`src/rtl/tug_of_war_input_unit_if.sv`:
```
// Bus interface for the tug-of-war input unit.
// Groups the player button, difficulty switches and every observable output
// so the unit and its environment connect through one port.
//   key_n   : human button, active-low, asynchronous to clk
//   sw      : computer difficulty threshold (9 bits, static during play)
//   lfsr_q  : current pseudo-random state (9 bits)
//   sum     : sw + lfsr_q, full 10-bit result
//   cpu_raw : computer "press" level (carry out of the add)
//   left    : single-cycle computer press pulse
//   right   : single-cycle human press pulse
// The master modport drives key_n/sw and observes the rest; the slave
// modport is the unit itself.
interface tug_of_war_input_unit_if;
  logic       key_n;
  logic [8:0] sw;
  logic [8:0] lfsr_q;
  logic [9:0] sum;
  logic       cpu_raw;
  logic       left;
  logic       right;

  modport master (
    output key_n, sw,
    input  lfsr_q, sum, cpu_raw, left, right
  );

  modport slave (
    input  key_n, sw,
    output lfsr_q, sum, cpu_raw, left, right
  );
endinterface

```
`src/rtl/tug_of_war_input_unit.sv`:
```
// Tug-of-war input unit.
// Turns the human button and a pseudo-random computer "opponent" into
// single-cycle press pulses.  A 9-bit XNOR Fibonacci LFSR is added to the
// difficulty switches; the carry out of that add is the computer's press
// level.  Both press levels pass through identical two-stage rising-edge
// detectors.
// Ports:
//   clk : system clock, all state updates on the rising edge
//   rst : asynchronous, active-high reset of every register
//   bus : tug_of_war_input_unit_if.slave (key_n, sw in; lfsr_q, sum,
//         cpu_raw, left, right out)

// Rising-edge detector: s1 doubles as the synchroniser stage for the
// asynchronous button, s2 holds the previous sample.
module press_detector (
  input  logic clk,
  input  logic rst,
  input  logic level,
  output logic pulse
);
  logic s1;
  logic s2;

  always_ff @(posedge clk or posedge rst) begin
    if (rst) begin
      s1 <= 1'b0;
      s2 <= 1'b0;
    end else begin
      s1 <= level;
      s2 <= s1;
    end
  end

  assign pulse = s1 & ~s2;
endmodule

module tug_of_war_input_unit (
  input  logic                     clk,
  input  logic                     rst,
  tug_of_war_input_unit_if.slave   bus
);
  logic [8:0] lfsr;
  logic       fb;
  logic [9:0] sum_full;
  logic       human_level;
  logic       cpu_level;
  logic       left_pulse;
  logic       right_pulse;

  // XNOR feedback makes all-ones the lock-up state, so reset to zero is a
  // legal member of the 511-state cycle.
  assign fb = ~(lfsr[8] ^ lfsr[4]);

  always_ff @(posedge clk or posedge rst) begin
    if (rst) begin
      lfsr <= 9'h000;
    end else begin
      lfsr <= {lfsr[7:0], fb};
    end
  end

  // Carry out of the 9+9 add is the computer press level: larger sw makes
  // the computer press more often; sw = 0 can never carry.
  assign sum_full  = {1'b0, bus.sw} + {1'b0, lfsr};
  assign cpu_level = sum_full[9];

  assign human_level = ~bus.key_n;

  press_detector u_human_det (
    .clk   (clk),
    .rst   (rst),
    .level (human_level),
    .pulse (right_pulse)
  );

  press_detector u_cpu_det (
    .clk   (clk),
    .rst   (rst),
    .level (cpu_level),
    .pulse (left_pulse)
  );

  assign bus.lfsr_q  = lfsr;
  assign bus.sum     = sum_full;
  assign bus.cpu_raw = cpu_level;
  assign bus.left    = left_pulse;
  assign bus.right   = right_pulse;
endmodule

```
`src/flat_wrapper.sv`:
```
// flat-port wrapper written by rule: the top's interface ports become plain ports
module tug_of_war_input_unit_flat 
  (clk, rst, bus_key_n, bus_sw, bus_lfsr_q, bus_sum, bus_cpu_raw, bus_left, bus_right);
  tug_of_war_input_unit_if bus_i ();
  input  logic clk;
  input  logic rst;
  input wire logic [$bits(bus_i.key_n)-1:0] bus_key_n;
  input wire logic [$bits(bus_i.sw)-1:0] bus_sw;
  output wire logic [$bits(bus_i.lfsr_q)-1:0] bus_lfsr_q;
  output wire logic [$bits(bus_i.sum)-1:0] bus_sum;
  output wire logic [$bits(bus_i.cpu_raw)-1:0] bus_cpu_raw;
  output wire logic [$bits(bus_i.left)-1:0] bus_left;
  output wire logic [$bits(bus_i.right)-1:0] bus_right;
  assign bus_i.key_n = bus_key_n;
  assign bus_i.sw = bus_sw;
  assign bus_lfsr_q = bus_i.lfsr_q;
  assign bus_sum = bus_i.sum;
  assign bus_cpu_raw = bus_i.cpu_raw;
  assign bus_left = bus_i.left;
  assign bus_right = bus_i.right;
  tug_of_war_input_unit u_core (.clk(clk), .rst(rst), .bus(bus_i));
endmodule
```
`config.mk`:
```
export PLATFORM = sky130hd
export DESIGN_NAME = tug_of_war_input_unit_flat
export DESIGN_NICKNAME = d
export VERILOG_FILES = /design/src/rtl/tug_of_war_input_unit_if.sv /design/src/rtl/tug_of_war_input_unit.sv /design/src/flat_wrapper.sv
export SDC_FILE = /design/constraint.sdc
export NUM_CORES = 1
export LEC_CHECK = 0
export ABC_AREA = 1
export CAP_MARGIN = 30
export CORE_UTILIZATION = 29
export DETAILED_ROUTE_END_ITERATION = 10
export PLACE_DENSITY = 0.68
export SYNTH_ARGS = -nofsm -noshare
export SYNTH_HDL_FRONTEND = slang
export SYNTH_HIERARCHICAL = 1
export SYNTH_SLANG_ARGS = --single-unit
```
`constraint.sdc`:
```
create_clock -name clk -period 1.9 [get_ports clk]
set_input_delay 0.19 -clock clk [delete_from_list [all_inputs] [get_ports clk]]
set_output_delay 0.19 -clock clk [all_outputs]
set_load 0.02 [all_outputs]
```
==> results of run 1 <==
-- cells in the final DEF (no fill, tap or decap), types with 5 or more instances in the layout --
cell type        count
nand2_1             26
buf_4               24
clkdlybuf4s50_1     23
inv_1               22
dfrtp_1             13
nand2_2              7
buf_6                6
nand3_1              5
-- through the flow --
step | setup WS, ns | total power (uW) | hold slack (ns) | cells | TNS (ns)
floorplan | 0.0135 | 375 | -0.0688 | 105 | 0
global placement | -0.597 | 460 | 0.362 | 187 | -4.23
detailed placement | -0.640 | 462 | 0.371 | 187 | -4.48
CTS | -0.135 | 639 | 0.113 | 191 | -0.373
global route | -0.245 | 685 | 0.109 | 193 | -0.971
finish | -0.118 | 640 | 0.116 | 193 | -0.323
-- layer usage --
metal  GRT usage, %  share of wire, %  up-vias
met2           33.1                52       31
met1           17.4                41      385
li1               -                 -      433
met4           2.50                 0        0
met3           5.74               7.2        0
met5              0                 0        -
-- flip-flops by register name (all words and copies together) (netlist names) --
name / count
u_core/bus.lfsr_q: 9
u_core/u_cpu_det/s1: 1
u_core/u_cpu_det/s2: 1
u_core/u_human_det/s1: 1
u_core/u_human_det/s2: 1
-- synthesized netlist by cell type --
master    count  area share [%]
nand2_1      34              16
inv_1        23              11
dfrtp_1      13              40
ha_1          9              14
nand3_1       6             3.7
nor2_1        4             1.8
xnor2_1       4             4.3
a21oi_1       3             1.8
nand3b_1      2             1.8
nor2_2        2             1.5
or2_1         2             1.5
buf_4         1            0.92
fa_1          1             2.4
nor3_1        1            0.61
-- worst paths after layout --
kind / end / slack, ns / cells past startpoint / from
hold reg to reg: u_core/u_cpu_det/s2 / 0.38 / 0 / u_core/u_cpu_det/s1
setup reg to reg: u_core/u_cpu_det/s1 / 0.51 / 6 / u_core/bus.lfsr_q[2]
hold / removal: u_core/u_human_det/s2 / 0.12 / 2 / rst
min in group clk: u_core/u_cpu_det/s2 / 0.38 / 0 / u_core/u_cpu_det/s1
setup / recovery: bus_sum[6] / -0.12 / 11 / u_core/bus.lfsr_q[0]
max in group asynchronous: u_core/bus.lfsr_q[4] / 1.41 / 2 / rst
-- cell type report --
class / count / area, sq um
tap: 30 / 37.5
inverter: 23 / 86.3
clock buffer: 4 / 26.3
sequential: 13 / 325
timing repair buffer: 55 / 488
fill: 250 / 1100
multi-input combinational: 68 / 504
-- worst reg2reg max path, cell delays in order (launching register included) --
cell      delay [ns]
dfrtp_1         0.43
ha_4            0.24
or2_1           0.27
nand3b_1        0.13
nand2_2         0.09
nand2_2         0.08
nand2_4         0.06
-- power by group through the flow --
stage / sequential (uW) / combinational, uW / clock (uW)
2_1_floorplan: 289 / 86.3 / 0
3_3_place_gp: 289 / 171 / 0
3_5_place_dp: 290 / 172 / 0
4_1_cts: 284 / 178 / 177
5_1_grt: 285 / 207 / 193
6_report: 284 / 188 / 168
-- kinds of logic (layout without fill, tap and decap cells) --
logic type	after synthesis	in the layout	synth area share, %
AOI/OAI and AO/OA	3	3	1.83
xor gates and xnor gates	4	4	4.27
adders and majority gates	10	10	16.2
buffers and inverters	24	82	11.5
DFF	13	13	39.7
and+or+nand+nor	51	51	26.6
-- timing repair --
| item | in CTS | in global routing |
|---|---|---|
| endpoints found under the setup margin | 10 | 9 |
| pin swaps | 2 | 6 |
| setup buffers | 0 | 2 |
| gates resized for setup | 65 | 12 |
==> key figures, run 1 <==
Setup path
  – Crit path max fanout: 3
  – CP Class: flip-flop to primary output
  – Delay-heaviest family, CP: adder cells
  – Critical Path Max Stage Delay: 0.40 ns
  – Buf/Inv on CP: 3
  – Data arrival time of the critical path: 1.83 ns
  – CP Launch Type: flip-flop
  – CP most frequent cell: nand2_1
  – CP max-delay cell: dfrtp_1
  – Worst setup EP type: primary output
  – CP Cell Sequence: ha_2 > inv_2 > fa_2 > inv_1 > nand2_1 > nand2_2 > nand3b_1 > nand2_1 > nand2_1 > nand2_1 > buf_6
  – Worst EP required: 1.71 ns

Clock tree
  – Number of CTS-inserted buffers: 3
  – Clock latency on the worst-skew pair: 0.27 ns
  – Root buf cell: clkbuf_4
  – Hold buffer count at cts: 0
  – CTS clk-pin slew, worst paths: 0.08 ns
  – Num Clock Sinks: 13
  – CTS HTree Levels: 1
  – CTS tree: built
  – Max Buffers Root-to-Sink: 2

Timing
  – Slew Viols, Final: 0
  – Hold Vio Cnt, Final: 0
  – Period minus WS final: 2.02 ns
  – Final period utilization: 106%
  – RSZ-0062 raised after global routing: yes
  – Fmax: 496 MHz
  – Clock skew: 0.00696 ns
  – Measured slew at the worst slew-check pin: 0.349 ns
  – Final Worst Setup Slack: -0.118 ns
  – Setup violators final: 3
  – Rel. slew slack: 76.7%

Floorplanning
  – Area of the core: 2570 sq um
  – Die W: 55.2 um
  – Rows: 18
  – Die area: 3040 sq um
  – Initial Util: 31.9%
  – Height of the die: 55.2 um
  – Ports: 34

Yosys
  – Syn_nets: 127
  – Ys Warns: 6
  – Syn Inst Count: 105
  – Yosys cell types: 14
  – Mean Syn Cell Area: 7.81 sq um
  – Flops & latches, synth: 13
  – Mapped cell area: 820 sq um
  – Post-synthesis sequential area ratio: 39.7%

Global route
  – Largest net degree at the start of global routing: 10
  – First-pass GRT wire length: 3560 um
  – Number of global-route vias before repair: 881
  – Initial antenna violation count: 0
  – GRT Util Overall: 16.9%
  – Grt total ovfl: 0

Detailed routing
  – Remaining DRCs: 0
  – Post-Route WL: 2180 um
  – Drt pass-1 iters: 2
  – Final ANT Viol Nets: 0
  – DR vias: 849
  – Detailed-route wire length per cell: 11.3 um
  – Initial DRC count: 6
  – Post-DR vias/cell: 4.40

Finish
  – Fraction of layout cells with a size suffix above 1: 34.4%
  – Nets: 186
  – Final core utilization: 57.2%
  – Synth-to-Final Area Change: 79.1%
  – Final instance area: 1470 sq um
  – Diodes inserted: 0

Flow run
  – # Max-Cap Violations: 0

Placement
  – Area after DPL: 1330 sq um
  – Dpl hpwl: 1690 um
  – Buffers on Ports: 33
  – GP Congestion: 0.812

Power and ir drop
  – Psw: 181 uW
  – Sequential share of power: 44.4%
  – Comb power frac: 29.4%
  – Power Dens Cells: 436 nW/um^2
  – Leakage Power: 0.000767 uW
  – Max IR drop VDD: 0.430 mV
  – Clock power frac: 26.2%
  – Sw Share: 28.3%
  – Pint: 458 uW

Status
  – Violated checks: negative setup slack
  – Outcome: complete, but fails checks

Hold path
  – Min-delay worst type: primary input to async pin
Power figures use the tool's default switching activity.
==> inputs of run 2 (changes only) <==
--- a/config.mk
+++ b/config.mk
@@ -9,7 +9,7 @@
 export CAP_MARGIN = 30
 export CORE_UTILIZATION = 29
 export DETAILED_ROUTE_END_ITERATION = 10
-export PLACE_DENSITY = 0.68
+export PLACE_DENSITY = 0.63
 export SYNTH_ARGS = -nofsm -noshare
 export SYNTH_HDL_FRONTEND = slang
 export SYNTH_HIERARCHICAL = 1
==> run 2 against run 1 <==
Register-to-register slack worse by 0.27 ns. Largest power group unchanged. The run still ends with negative setup slack left. Largest cell class unchanged. Power up 0.39%. Sequential share of layout area down 0.26 points. Setup slack better by 0.0050 ns. Combinational power up 2%. Cell count unchanged.
==> key figures, run 2 (synthesis gave the netlist of run 1 again) <==
Clock tree
  – CTS HTree Levels: 1
  – Num Clock Sinks: 13
  – CTS tree: built
  – Root buf cell: clkbuf_4
  – Max Buffers Root-to-Sink: 2
  – Number of CTS-inserted buffers: 3
  – Clock latency on the worst-skew pair: 0.27 ns
  – CTS clk-pin slew, worst paths: 0.08 ns
  – Hold buffer count at cts: 0

Setup path
  – CP Cell Sequence: ha_2 > inv_2 > fa_2 > inv_1 > nand2_1 > nand2_2 > nand3b_1 > nand2_1 > nand2_1 > nand2_1 > buf_6
  – CP Class: flip-flop to primary output
  – Crit Reg-Reg Startpoint: u_core/bus.lfsr_q[2]
  – R2R depth: 8
  – CP Launch Type: flip-flop
  – Internal reg-to-reg setup slack: 0.24 ns
  – Crit path max fanout: 3
  – Delay-heaviest family, CP: adder cells
  – Buf/Inv on CP: 3
  – Setup crit start: u_core/bus.lfsr_q[0]
  – Worst setup EP type: primary output
  – Critical Path Max Stage Delay: 0.38 ns
  – CP max-delay cell: dfrtp_1
  – Reg2reg end: u_core/u_cpu_det/s1
  – Worst EP required: 1.71 ns
  – Data arrival time of the critical path: 1.82 ns
  – CP most frequent cell: nand2_1

Floorplanning
  – Ports: 34
  – Die W: 55.2 um
  – Die area: 3040 sq um
  – Initial Util: 31.9%
  – Height of the die: 55.2 um
  – Rows: 18
  – Area of the core: 2570 sq um

Timing
  – Slew Viols, Final: 0
  – Fmax: 497 MHz
  – Clock skew: 0.00156 ns
  – Period minus WS final: 2.01 ns
  – Setup violators final: 6
  – Final Worst Setup Slack: -0.113 ns
  – Hold slack: 0.122 ns
  – Rel. slew slack: 75.6%
  – Final period utilization: 106%
  – Measured slew at the worst slew-check pin: 0.365 ns
  – RSZ-0062 raised after global routing: yes
  – Hold Vio Cnt, Final: 0

Hold path
  – Min-delay worst type: primary input to async pin

Status
  – Violated checks: negative setup slack
  – Outcome: complete, but fails checks

Finish
  – Final instance area: 1490 sq um
  – Final core utilization: 57.8%
  – Number of flip-flops under the largest register name: 9
  – Nets: 186
  – Diodes inserted: 0
  – Synth-to-Final Area Change: 81.2%
  – FILL cells: 248
  – Most common cell after layout, fill and taps aside: nand2_1
  – Commonest non-fill, non-tap cells in the layout: 27 x nand2_1, 25 x buf_4, 22 x clkdlybuf4s50_1, 22 x inv_1, 13 x dfrtp_1
  – Fraction of layout cells with a size suffix above 1: 35.6%

Global route
  – M1 GR Usage: 18.0%
  – GRT Util Overall: 16.0%
  – Global route hottest layer: met2
  – First-pass GRT wire length: 3420 um
  – Met3 usage: 6.83%
  – GR Layer Usage met2: 28.1%
  – Grt total ovfl: 0
  – Largest net degree at the start of global routing: 10
  – Number of global-route vias before repair: 842
  – Initial antenna violation count: 0

Detailed routing
  – Detailed-route wire length per cell: 10.8 um
  – DR vias: 851
  – Final ANT Viol Nets: 0
  – Post-Route WL: 2080 um
  – Post-DR vias/cell: 4.41
  – Remaining DRCs: 0
  – Initial DRC count: 5
  – Drt pass-1 iters: 4

Placement
  – Area after DPL: 1320 sq um
  – GP Congestion: 0.815
  – Pre-CTS WS: -0.622 ns
  – Buffers on Ports: 33
  – Dpl hpwl: 1570 um

Power and ir drop
  – Leakage Power: 0.000771 uW
  – Power Dens Cells: 432 nW/um^2
  – Max IR drop VDD: 0.456 mV

Flow run
  – # Max-Cap Violations: 0
run 2: worst max-delay path by stage:
stage / depth (start not counted) / slack [ns] / to
after floorplan: 8 / 0.01 / bus_sum[4]
after global placement: 12 / -0.58 / bus_sum[8]
after detailed placement: 12 / -0.62 / bus_sum[8]
after CTS: 11 / -0.11 / bus_sum[6]
after global routing: 11 / -0.26 / bus_sum[6]
final: 11 / -0.11 / bus_sum[6]
run 2: final cells by class:
class | instances | area [sq um] | area share (%)
Timing Repair Buffer | 55 | 493 | 33.2
Tap cell | 30 | 37.5 | 2.53
Sequential cell | 13 | 325 | 21.9
Multi-Input combinational cell | 68 | 517 | 34.8
Inverter | 23 | 86.3 | 5.81
Clock buffer | 4 | 26.3 | 1.77
run 2: stage by stage:
stage	setup TNS [ns]	power, uW	std cells
after floorplan	0	375	105
after CTS	-0.292	638	190
after global routing	-1.06	691	193
after detailed placement	-4.54	462	186
after global placement	-4.26	460	186
final	-0.331	642	193
run 2: repair_timing:
action                                 in CTS  in global routing
endpoints found under the hold margin       0                  0
pin swaps                                   2                  8
gates resized for setup                    60                 20
buffers inserted                            0                  3
setup endpoints to repair                  10                 10
run 2: metal layers:
metal	share of wire, %	up-vias
met3	8.9	0
met1	43	383
met2	48	34
li1	-	434
met4	0	0
met5	0	-
run 2: report_power, final:
group          leakage [uW]  internal, uW  switching, uW
registers          0.000160           281           2.40
logic              0.000595          99.6           92.9
clock network     0.0000150          81.3           84.4
==> inputs of run 3 (changes only) <==
--- a/config.mk
+++ b/config.mk
@@ -9,6 +9,7 @@
 export CAP_MARGIN = 30
 export CORE_UTILIZATION = 29
 export DETAILED_ROUTE_END_ITERATION = 10
+export GPL_TIMING_DRIVEN = 0
 export PLACE_DENSITY = 0.63
 export SYNTH_ARGS = -nofsm -noshare
 export SYNTH_HDL_FRONTEND = slang
==> run 3 against run 2 <==
The flow still finishes with violations (negative setup slack). Wire length decreased by 5.6%. Count of clock-buffer cells in the layout unchanged. Global-route usage decreased by 1.1 points. Flip-flop and latch count unchanged. Cell count decreased by 5.2%. Worst hold slack improved by 0.013 ns. Sequential power about the same. Setup slack improved by 0.036 ns. Critical path depth unchanged. Critical endpoint unchanged. Largest cell class unchanged.
==> key figures, run 3 (synthesis gave the netlist of run 1 again) <==
Status
  – Outcome: complete, but fails checks
  – Violated checks: negative setup slack

Power and ir drop
  – Pint: 454 uW
  – Sequential share of power: 45.2%
  – Leakage Power: 0.000698 uW
  – Psw: 174 uW
  – Comb power frac: 28.7%
  – Sw Share: 27.7%
  – Power Dens Cells: 449 nW/um^2
  – Max IR drop VDD: 0.640 mV
  – Clock power frac: 26.1%

Setup path
  – CP max-delay cell: dfrtp_1
  – CP endpoint: bus_sum[6]
  – CP Launch Type: flip-flop
  – Setup crit start: u_core/bus.lfsr_q[0]
  – Internal reg-to-reg setup slack: 0.33 ns
  – CP Cell Sequence: ha_2 > inv_2 > fa_2 > inv_2 > nand2_2 > nand2_2 > nand3b_1 > nand2_1 > nand2_1 > nand2_1 > buf_6
  – CP Class: flip-flop to primary output
  – Crit Reg-Reg Startpoint: u_core/bus.lfsr_q[2]
  – Critical Path Max Stage Delay: 0.38 ns
  – Crit path max fanout: 3
  – Data arrival time of the critical path: 1.79 ns
  – CP most frequent cell: nand2_1
  – Worst setup EP type: primary output
  – Worst EP required: 1.71 ns
  – Reg2reg end: u_core/u_cpu_det/s1
  – R2R depth: 8

Detailed routing
  – Post-Route WL: 1960 um
  – Post-DR vias/cell: 4.42
  – Final ANT Viol Nets: 0
  – Detailed-route wire length per cell: 10.7 um
  – DR vias: 809
  – Remaining DRCs: 0
  – Drt pass-1 iters: 4
  – Initial DRC count: 5

Timing
  – Final Worst Setup Slack: -0.0770 ns
  – Hold slack: 0.134 ns
  – Fmax: 506 MHz
  – Clock skew: 0.000600 ns
  – Hold Vio Cnt, Final: 0
  – RSZ-0062 raised after global routing: yes
  – Final period utilization: 104%
  – Setup violators final: 4
  – Period minus WS final: 1.98 ns
  – Slew Viols, Final: 0
  – Rel. slew slack: 77.9%
  – Measured slew at the worst slew-check pin: 0.331 ns

Clock tree
  – Root buf cell: clkbuf_4
  – Num Clock Sinks: 13
  – Hold buffer count at cts: 0
  – CTS clk-pin slew, worst paths: 0.07 ns
  – Number of CTS-inserted buffers: 3
  – CTS HTree Levels: 1
  – Clock latency on the worst-skew pair: 0.27 ns
  – CTS tree: built
  – Max Buffers Root-to-Sink: 2

Placement
  – Buffers on Ports: 33
  – Dpl hpwl: 1390 um
  – GP Congestion: 0.753

Floorplanning
  – Rows: 18
  – Ports: 34
  – Die area: 3040 sq um
  – Height of the die: 55.2 um
  – Area of the core: 2570 sq um
  – Die W: 55.2 um
  – Initial Util: 31.9%

Finish
  – Nets: 176
  – Number of flip-flops under the largest register name: 9
  – FILL cells: 247
  – Diodes inserted: 0
  – Commonest non-fill, non-tap cells in the layout: 30 x nand2_1, 23 x clkdlybuf4s50_1, 21 x inv_1
  – Synth-to-Final Area Change: 70.5%
  – Final core utilization: 54.4%
  – Fraction of layout cells with a size suffix above 1: 30.1%
  – Most common cell after layout, fill and taps aside: nand2_1

Global route
  – GRT Util Overall: 14.9%
  – Largest net degree at the start of global routing: 10
  – First-pass GRT wire length: 3190 um
  – Initial antenna violation count: 0
  – Number of global-route vias before repair: 811
  – Grt total ovfl: 0

Flow run
  – # Max-Cap Violations: 0

Hold path
  – Min-delay worst type: primary input to async pin
-- run 3: repair_timing --
item	in CTS	in global routing
gates resized for setup	60	12
buffers inserted	7	4
pin swaps	5	6
setup endpoints to repair	10	10
-- run 3: routing by layer --
metal / wire [um] / share of wire (%) / global-route usage (%) / vias to the layer above
li1: - / - / - / 413
met1: 834 / 43 / 16.8 / 367
met2: 954 / 49 / 27.3 / 29
met3: 171 / 8.7 / 6.83 / 0
met4: 0 / 0 / 0 / 0
met5: 0 / 0 / 0 / -
-- run 3: layout make-up --
type | count | area [sq um] | share of cell area [%]
inverter | 23 | 86.3 | 6.18
buffer | 1 | 11.3 | 0.806
timing repair buffer | 44 | 395 | 28.3
tap | 30 | 37.5 | 2.69
sequential | 13 | 327 | 23.4
clock buffer | 4 | 26.3 | 1.88
multi-input combinational | 68 | 514 | 36.8
-- run 3: how the worst min path moves through the flow --
stage / cells past startpoint / to / slack [ns] / start
after floorplan: 1 / u_core/u_cpu_det/s1 / -0.07 / rst
after global placement: 0 / u_core/u_cpu_det/s2 / 0.36 / u_core/u_cpu_det/s1
after detailed placement: 0 / u_core/u_cpu_det/s2 / 0.37 / u_core/u_cpu_det/s1
after CTS: 2 / u_core/u_human_det/s2 / 0.13 / rst
after global routing: 2 / u_core/u_cpu_det/s2 / 0.15 / rst
final: 2 / u_core/u_human_det/s2 / 0.13 / rst
-- run 3: stage by stage --
step                      cell area, sq um  setup TNS [ns]  std cells  worst slack, ns  total power, uW
after global placement                1190           -4.25        168           -0.635              447
after detailed placement              1190           -4.35        168           -0.657              449
after CTS                             1340          -0.361        179           -0.120              626
final                                 1400          -0.223        183          -0.0770              628
after floorplan                        820               0        105           0.0135              375
after global routing                  1400          -0.768        183           -0.220              670
-- run 3: power groups by stage --
stage,combinational [uW],clock (uW),sequential (uW)
6_report,180,164,284
5_1_grt,201,184,285
4_1_cts,172,170,284
3_5_place_dp,160,0,290
3_3_place_gp,158,0,289
2_1_floorplan,86.3,0,289
-- run 3: critical path: cells and delay by family, from the launching register on --
family                   cells  cell delay (ns)
adder cells (fa/ha/maj)      2             0.54
flip-flops                   1             0.38
AND/OR/NAND/NOR              6             0.38
buffers and inverters        3             0.21
